<file path="src/rtl/sid_bus_master.sv">
// SID bus initiator: queues timed register commands in a FIFO and replays them
// onto the SID write-enable/address/data pins aligned to the 1 MHz enable.
module sid_bus_master #(
    parameter int FIFO_DEPTH = 16,
    parameter int DELAY_W    = 16
) (
    input  logic                          clk,
    input  logic                          iRstN,
    input  logic                          iClkEn,
    input  logic                          iCmdValid,
    output logic                          oCmdReady,
    input  logic                          iCmdRead,
    input  logic [4:0]                    iCmdAddr,
    input  logic [7:0]                    iCmdData,
    input  logic [DELAY_W-1:0]            iCmdDelay,
    output logic                          oRespValid,
    input  logic                          iRespReady,
    output logic [7:0]                    oRespData,
    output logic                          oWE,
    output logic [4:0]                    oAddr,
    output logic [7:0]                    oDataW,
    input  logic [7:0]                    iDataR,
    output logic [$clog2(FIFO_DEPTH):0]   oLevel,
    output logic                          oBusy
);

    localparam int AW = $clog2(FIFO_DEPTH);
    localparam int LW = AW + 1;
    localparam int EW = 1 + 5 + 8 + DELAY_W;

    localparam logic [AW-1:0]      PTR_ONE  = AW'(1);
    localparam logic [LW-1:0]      LVL_ONE  = LW'(1);
    localparam logic [LW-1:0]      LVL_ZERO = {LW{1'b0}};
    localparam logic [LW-1:0]      LVL_FULL = LW'(FIFO_DEPTH);
    localparam logic [DELAY_W-1:0] CNT_ONE  = DELAY_W'(1);
    localparam logic [DELAY_W-1:0] CNT_ZERO = {DELAY_W{1'b0}};

    typedef enum logic [2:0] {
        ST_IDLE  = 3'd0,
        ST_WAIT  = 3'd1,
        ST_ISSUE = 3'd2,
        ST_READ  = 3'd3,
        ST_RESP  = 3'd4
    } state_t;

    logic [EW-1:0]      mem_q [FIFO_DEPTH];
    logic [AW-1:0]      wr_ptr_q, wr_ptr_d, rd_ptr_q, rd_ptr_d;
    logic [LW-1:0]      level_q, level_d;
    state_t             state_q, state_d;
    logic               w_read_q, w_read_d;
    logic [4:0]         w_addr_q, w_addr_d;
    logic [7:0]         w_data_q, w_data_d;
    logic [DELAY_W-1:0] cnt_q, cnt_d;
    logic               we_q, we_d;
    logic [4:0]         addr_q, addr_d;
    logic [7:0]         dataw_q, dataw_d;
    logic               rv_q, rv_d;
    logic [7:0]         rdata_q, rdata_d;

    logic               push_s, pop_s, full_s;
    logic [EW-1:0]      head_s;

    assign full_s    = (level_q == LVL_FULL);
    assign oCmdReady = ~full_s;
    assign push_s    = iCmdValid & ~full_s;
    assign head_s    = mem_q[rd_ptr_q];
    assign wr_ptr_d  = push_s ? (wr_ptr_q + PTR_ONE) : wr_ptr_q;
    assign rd_ptr_d  = pop_s  ? (rd_ptr_q + PTR_ONE) : rd_ptr_q;

    // FIFO storage: data only, validity is tracked by the pointers and level.
    always_ff @(posedge clk) begin
        if (push_s) begin
            mem_q[wr_ptr_q] <= {iCmdRead, iCmdAddr, iCmdData, iCmdDelay};
        end
    end

    // Occupancy: simultaneous push and pop leaves the level unchanged.
    always_comb begin
        level_d = level_q;
        if (push_s && !pop_s) begin
            level_d = level_q + LVL_ONE;
        end else if (!push_s && pop_s) begin
            level_d = level_q - LVL_ONE;
        end else begin
            level_d = level_q;
        end
    end

    // Command sequencer next state and registered bus outputs.
    always_comb begin
        state_d  = state_q;
        pop_s    = 1'b0;
        w_read_d = w_read_q;
        w_addr_d = w_addr_q;
        w_data_d = w_data_q;
        cnt_d    = cnt_q;
        we_d     = 1'b0;
        addr_d   = addr_q;
        dataw_d  = dataw_q;
        rv_d     = rv_q;
        rdata_d  = rdata_q;
        case (state_q)
            ST_IDLE: begin
                if (level_q != LVL_ZERO) begin
                    pop_s    = 1'b1;
                    w_read_d = head_s[EW-1];
                    w_addr_d = head_s[EW-2 -: 5];
                    w_data_d = head_s[DELAY_W+7 -: 8];
                    cnt_d    = head_s[DELAY_W-1:0];
                    state_d  = ST_WAIT;
                end else begin
                    state_d  = ST_IDLE;
                end
            end
            ST_WAIT: begin
                if (iClkEn) begin
                    if (cnt_q == CNT_ZERO) begin
                        state_d = ST_ISSUE;
                        addr_d  = w_addr_q;
                        dataw_d = w_data_q;
                        we_d    = ~w_read_q;
                    end else begin
                        cnt_d   = cnt_q - CNT_ONE;
                    end
                end else begin
                    state_d = ST_WAIT;
                end
            end
            ST_ISSUE: begin
                if (w_read_q) begin
                    state_d = ST_READ;
                end else begin
                    state_d = ST_IDLE;
                end
            end
            ST_READ: begin
                // iDataR is combinational from oAddr, which is stable this cycle.
                rdata_d = iDataR;
                rv_d    = 1'b1;
                state_d = ST_RESP;
            end
            ST_RESP: begin
                if (iRespReady) begin
                    rv_d    = 1'b0;
                    state_d = ST_IDLE;
                end else begin
                    state_d = ST_RESP;
                end
            end
            default: begin
                state_d = ST_IDLE;
            end
        endcase
    end

    // All state and output registers.
    always_ff @(posedge clk or negedge iRstN) begin
        if (!iRstN) begin
            wr_ptr_q <= {AW{1'b0}};
            rd_ptr_q <= {AW{1'b0}};
            level_q  <= LVL_ZERO;
            state_q  <= ST_IDLE;
            w_read_q <= 1'b0;
            w_addr_q <= 5'd0;
            w_data_q <= 8'd0;
            cnt_q    <= CNT_ZERO;
            we_q     <= 1'b0;
            addr_q   <= 5'd0;
            dataw_q  <= 8'd0;
            rv_q     <= 1'b0;
            rdata_q  <= 8'd0;
        end else begin
            wr_ptr_q <= wr_ptr_d;
            rd_ptr_q <= rd_ptr_d;
            level_q  <= level_d;
            state_q  <= state_d;
            w_read_q <= w_read_d;
            w_addr_q <= w_addr_d;
            w_data_q <= w_data_d;
            cnt_q    <= cnt_d;
            we_q     <= we_d;
            addr_q   <= addr_d;
            dataw_q  <= dataw_d;
            rv_q     <= rv_d;
            rdata_q  <= rdata_d;
        end
    end

    assign oWE        = we_q;
    assign oAddr      = addr_q;
    assign oDataW     = dataw_q;
    assign oRespValid = rv_q;
    assign oRespData  = rdata_q;
    assign oLevel     = level_q;
    assign oBusy      = (level_q != LVL_ZERO) | (state_q != ST_IDLE);

endmodule
</file>
<file path="config.mk">
export PLATFORM = sky130hd
export DESIGN_NAME = sid_bus_master
export DESIGN_NICKNAME = d
export VERILOG_FILES = /design/src/rtl/sid_bus_master.sv
export SDC_FILE = /design/constraint.sdc
export NUM_CORES = 1
export LEC_CHECK = 0
export BUFFER_PORTS_ARGS = -buffer_cell sky130_fd_sc_hd__clkbuf_2
export CAP_MARGIN = 20
export CORE_MARGIN = 1.5
export CORE_UTILIZATION = 35
export CTS_CLUSTER_DIAMETER = 80
export DETAILED_ROUTE_END_ITERATION = 8
export GPL_TIMING_DRIVEN = 0
export PLACE_DENSITY = 0.51
export SLEW_MARGIN = 10
export SYNTH_ARGS = -nofsm -noshare
export SYNTH_HDL_FRONTEND = slang
export SYNTH_SLANG_ARGS = --single-unit
export TNS_END_PERCENT = 1
</file>
<file path="constraint.sdc">
create_clock -name clk -period 3.6 [get_ports clk]
set_input_delay 0.54 -clock clk [delete_from_list [all_inputs] [get_ports clk]]
set_output_delay 0.54 -clock clk [all_outputs]
set_load 0.02 [all_outputs]
</file>
After elaboration in Yosys (flattened, before gate mapping)
Memory sizes are Yosys's and may differ from the RTL's.
Cells that the tools add are included.

cells by class
  eq/ne operators = 10
  shift operators = 0
  magnitude comparators = 0
  $mul = 0
  muxes and demuxes = 21
  bitwise logic cells = 4
  divide/modulo/power cells = 0
  reduce and logical (&&, ||, !) cells = 15
  add/sub/neg operators = 5

operator list
  kind                   number
  $mux 16                3
  $pmux 16 s2            1
  $logic_not 16->1       1
  $sub 16x1->16 const B  1
  $pmux 3 s5             1
  $mux 5                 2
  $mux 1                 9
  $mux 3                 3
  $add 4x1->4 const B    2
  $ne 2x2->1 const B     4
  $eq 3x2->1 const B     2
  $reduce_bool 2->1      3
  $add 5x1->5 const B    1
  $eq 5x5->1 const B     1
  $reduce_bool 5->1      1
  $sub 5x1->5 const B    1
  $reduce_and 2->1       2
  $reduce_and 4->1       1
  $eq 3x1->1 const B     1
  $eq 3x3->1 const B     1
  $logic_not 3->1        1
  $ne 3x3->1 const B     1
  $reduce_and 3->1       1
  $reduce_bool 3->1      1
  7 further kinds        10

storage, ports and cells
  bits in registers = 69
  output and inout bits = 30
  memory bits (read-only) = 0
  RAM bits = 480
  memories kept = 1
  input bits = 43
  bits in latches = 0
  logic and storage cells = 69

memory list
  memory  depth  width  rd ports  clocked after memory_dff  wr ports  RTL line  text
  mem_q   16     30     1         0                         1         46        logic [EW-1:0] mem_q [FIFO_DEPTH];

Depth between registers and ports, before layout
  depth after elaboration = 7
  gate-level depth with buffers = 13
  gate-level depth less buffers = 11

Worst setup path before layout
OpenSTA, ideal clock, no wires.

  path kind = register to register
  start point = register level_q[0], in the netlist oLevel[0]
  end point = memory mem_q[3][0] (netlist bit), enable pin
  arrival = 3.538 ns
  required time = 3.146 ns
  path buffers = 1
  cell stages (with the launch flop) = 7
  slack = -0.393 ns
  setup time = 0.454 ns
  clock period less this slack = 3.993 ns
  cell sequence = dfrtp_1 > nor4_1 > nand2_1 > and2_1 > clkbuf_1 > nand2_1 > nor3_1

between the ends
  word-level cells in the longest chain between the ends = 5

ends and longest elaborated chain
  element                       RTL line  text
  from (decl)                   48        logic [LW-1:0] level_q, level_d;
  from (signal assigned)        175       level_q <= level_d;
  $eq 5x5->1                    63        assign full_s = (level_q == LVL_FULL);
  $not 1->1                     n/a
  named net oCmdReady           11        output logic oCmdReady,
  $and 1x1->1                   65        assign push_s = iCmdValid & ~full_s;
  named net push_s              60        logic push_s, pop_s, full_s;
  $mux 1                        72        if (push_s) begin
  $mux 1 (implied by the code)  73        mem_q[wr_ptr_q] <= {iCmdRead, iCmdAddr, iCmdData, iCmdDelay};
  to (decl)                     46

The timed path passes the listed nets, and every way through them passes these cells.

Worst setup path in the final report
  start point = register level_q[0], in the netlist oLevel[0]
  end point = memory mem_q[0][0] (netlist bit), enable pin

between the ends
  word-level cells in the longest chain between the ends = 5

ends and longest elaborated chain
  element                       RTL line
  $eq 5x5->1                    63
  $not 1->1                     65
  $and 1x1->1                   65
  named net push_s              60
  $mux 1                        72
  $mux 1 (implied by the code)  73

The timed path passes the listed nets, and every way through them passes these cells.

==> impl_metrics.py <==
metrics = {
    "worst_setup_path": {
        "max_stage_delay_ps": 740,
        "critPathMaxFanout": 9,
        "r2r-start": "oLevel[0]$_DFFE_PN0P_",
        "rr_worst_depth": 9,
        "r2r_slack_ps": 360,
        "crit_path_end_kind": "flop",
        "required_ps": 3910,
        "r2r_end": "mem_q[0][0]$_DFFE_PP_",
        "cp-start-kind": "flop",
        "path_cells": "nor4_1, nand2_1, and2_1, clkbuf_1, nand2_1, nor3_2, buf_4, buf_6, buf_4",
        "cpMaxStageDelayCell": "nor3_2",
        "critPathKind": "flop to flop",
        "critPathArrivalTime_ps": 3550,
    },
    "route": {
        "vias_per_cell": 5.25,
        "ant_nets": 0,
        "totalWireLength_um": 52300,
        "drc": 0,
        "num_vias": 10600,
        "routedWlPerCell_um": 25.8,
        "drt-initial-drc-count": 940,
        "drt_first_pass_iters": 5,
    },
    "layout": {
        "layout.nets": 1250,
        "layout_commonest_cell": "edfxtp_1",
        "layout-drive-gt1-share_pct": 31.5,
        "antenna_cells": 0,
        "area_delta_synth_final_pct": 18.5,
        "stdcell_area_um2": 25400,
        "mostFrequentLayoutCells": "480 x edfxtp_1, 132 x mux4_2, 71 x clkbuf_2, 69 x dfrtp_1, 56 x clkbuf_16",
    },
    "hold_path": {
        "hold_start": "iDataR[7]",
        "min_path_type": "primary input to flop",
        "min_to": "oRespData[7]$_DFFE_PN0P_",
        "min_delay_path_depth": 2,
    },
    "floorplan": {
        "start_util_pct": 35.5,
        "num_io_pins": 73,
        "dieHeight_um": 251,
        "die_x_um": 251,
        "coreArea_um2": 60500,
        "rows": 90,
        "dieArea_um2": 62800,
    },
    "grt": {
        "grt_antenna_before_repair": 1,
        "grt_max_degree": 36,
        "grt_first_pass_wirelength_um": 76600,
        "grt_pass1_vias": 11000,
        "grt_remaining_overflow": 0,
        "track_usage_pct": 17.0,
    },
    "logic_synthesis": {
        "seq_area_frac_synth_pct": 75.3,
        "yosysTopAreaCell": "edfxtp_1",
        "synth_top_cells_by_area": "edfxtp_1 67%, mux4_2 14%, dfrtp_1 8.1%",
        "syn_inst": 1025,
        "ys_warn_count": 0,
        "synth-seq-cells": 549,
        "syn-cell-area_um2": 21400,
        "async_reset_ff_share_pct": 12.6,
        "syn_avg_cell_area_um2": 20.9,
        "yosysUniqueCellTypes": 54,
        "synth_top_area_share_pct": 67.2,
        "ys.flop_type": "edfxtp_1",
        "synth_nets": 1080,
        "synth-edff-count": 480,
    },
    "sta": {
        "final.setup.worst_slack_ps": 360,
        "relSlewSlack_pct": 24.1,
        "clock.fmax_ghz": 0.309,
        "setup_viol": 0,
        "grt_setup_unrepaired": "false",
        "worst_pin_slew_ps": 1140,
        "maxSlewViolCount": 0,
        "hold_viol": 0,
        "period_minus_slack_ps": 3240,
        "finalClockSkew_ps": 22.5,
        "timing.final.crit_share_pct": 90.0,
    },
    "place": {
        "placed_area_um2": 23600,
        "io_buffers": 72,
        "gp_congestion": 0.810,
        "dp_hpwl_um": 34300,
        "pre_cts_slack_ps": -517,
    },
    "clock_network": {
        "clkTransAtPathRegs_ps": 60,
        "numCtsBuffers": 56,
        "root_buffer": "clkbuf_16",
        "h-tree-depth": 2,
        "cts.sinks": 549,
        "cts_tree": "done",
        "clk-insertion-delay-late_ps": 620,
        "clock_path_buffers": 3,
    },
    "power_and_ir_drop": {
        "irDropWorstVdd_mv": 0.354,
        "leakage_nw": 8.38,
        "p_total_mw": 15.2,
        "power_density_nw_per_um2": 597,
    },
    "flow_run": {
        "cap_violations": 0,
    },
    "status": {
        "outcome": "complete, no violations",
    },
}
report_power, final:
| group | switching [mW] | leakage (nW) | internal (mW) | total [mW] |
|---|---|---|---|---|
| sequential | 0.202 | 5.18 | 7.58 | 7.79 |
| clock | 2.43 | 0.846 | 3.18 | 5.62 |
| combinational | 1.10 | 2.36 | 0.666 | 1.76 |
| total | 3.73 | 8.38 | 11.4 | 15.2 |
worst max-delay path: cells and delay by family, from the launching register on:
family	cells	cell delay (ps)
and+or+nand+nor	5	1430
DFF	1	460
buffers and inverters	4	1030
cell families after synthesis:
family | after synthesis | synth area share (%)
XOR/XNOR | 11 | 0.449
flip-flops | 549 | 75.3
multiplexers | 191 | 16.9
AO/OA/AOI/OAI | 86 | 2.68
adder cells (fa/ha/maj) | 12 | 0.735
AND/OR/NAND/NOR | 113 | 2.60
buffers and inverters | 63 | 1.35
cells in the mapped netlist, types with 2 or more instances:
| cell type | n |
|---|---|
| edfxtp_1 | 480 |
| nand2_1 | 34 |
| clkbuf_1 | 19 |
| o21ai_0 | 11 |
| mux2_2 | 17 |
| mux2_4 | 9 |
| nor3_1 | 13 |
| or4_1 | 3 |
| a21oi_1 | 13 |
| o21a_1 | 2 |
| buf_2 | 18 |
| buf_6 | 2 |
| mux4_2 | 132 |
| nor2_1 | 30 |
| nand2b_1 | 4 |
| a31oi_1 | 7 |
| o22ai_1 | 16 |
| dfrtp_1 | 69 |
| a21o_1 | 16 |
| or3_1 | 4 |
| xnor2_1 | 10 |
| buf_1 | 11 |
| nand3_1 | 6 |
| nor4_1 | 5 |
| o311ai_0 | 7 |
| nand4_1 | 3 |
| o211ai_1 | 4 |
| inv_1 | 12 |
| mux2i_1 | 33 |
| ha_1 | 11 |
flip-flops by register name, summed over array words and instances, names as in the netlist:
name	flops
w_read_q	1
rd_ptr_q	4
oAddr	5
oWE	1
oLevel	5
state_q	3
w_data_q	8
oRespData	8
wr_ptr_q	4
oRespValid	1
cnt_q	16
oDataW	8
w_addr_q	5
mem_q	480
layout make-up:
cell class | count | area (um2)
Tap cell | 782 | 978
Fill cell | 5255 | 35100
Inverter | 12 | 48.8
Timing Repair Buffer | 113 | 1090
Clock buffer | 79 | 1530
Clock inverter | 27 | 240
Multi-Input combinational cell | 413 | 5140
Buffer | 50 | 241
Sequential cell | 549 | 16100
per-layer routing:
metal | vias up | part of all wire (%) | GRT usage, %
li1 | 4594 | - | -
met1 | 5681 | 47 | 25.3
met2 | 281 | 46 | 25.6
met3 | 71 | 4.8 | 2.59
met4 | 2 | 2.1 | 5.18
met5 | - | 0.019 | 0
what timing repair did:
| action | 4_1_cts | 5_1_grt |
|---|---|---|
| gates resized for setup | 2 | 0 |
| endpoints found under the hold margin | 34 | 0 |
| endpoints found under the setup margin | 4 | 0 |
| setup buffers | 1 | 0 |
| hold buffers | 1 | 0 |
how the worst max path moves through the flow:
stage                            startpoint                       to  slack (ps)  depth (start not counted)
finish                oLevel[0]$_DFFE_PN0P_    mem_q[0][0]$_DFFE_PP_         360                          9
global route         state_q[1]$_DFFE_PN0P_    oLevel[4]$_DFFE_PN0P_          80                         12
CTS                 rd_ptr_q[2]$_DFFE_PN0P_  w_data_q[5]$_DFFE_PN0P_         150                          7
detailed placement   state_q[1]$_DFFE_PN0P_    oLevel[4]$_DFFE_PN0P_        -520                         13
global placement      oLevel[0]$_DFFE_PN0P_   mem_q[0][17]$_DFFE_PP_       -3830                          6
floorplan             oLevel[0]$_DFFE_PN0P_    mem_q[0][0]$_DFFE_PP_        -360                          6
stage by stage:
stage               hold slack, ps  cells  setup TNS [ps]  util [%]
floorplan                      244   1025          -32030         -
global placement               456   1879         -935200      37.7
detailed placement             464   1918           -1220      39.1
CTS                            132   2025               0      42.0
global route                   151   2025               0      42.0
finish                         162   2025               0      42.0
Power figures use the tool's default switching activity.
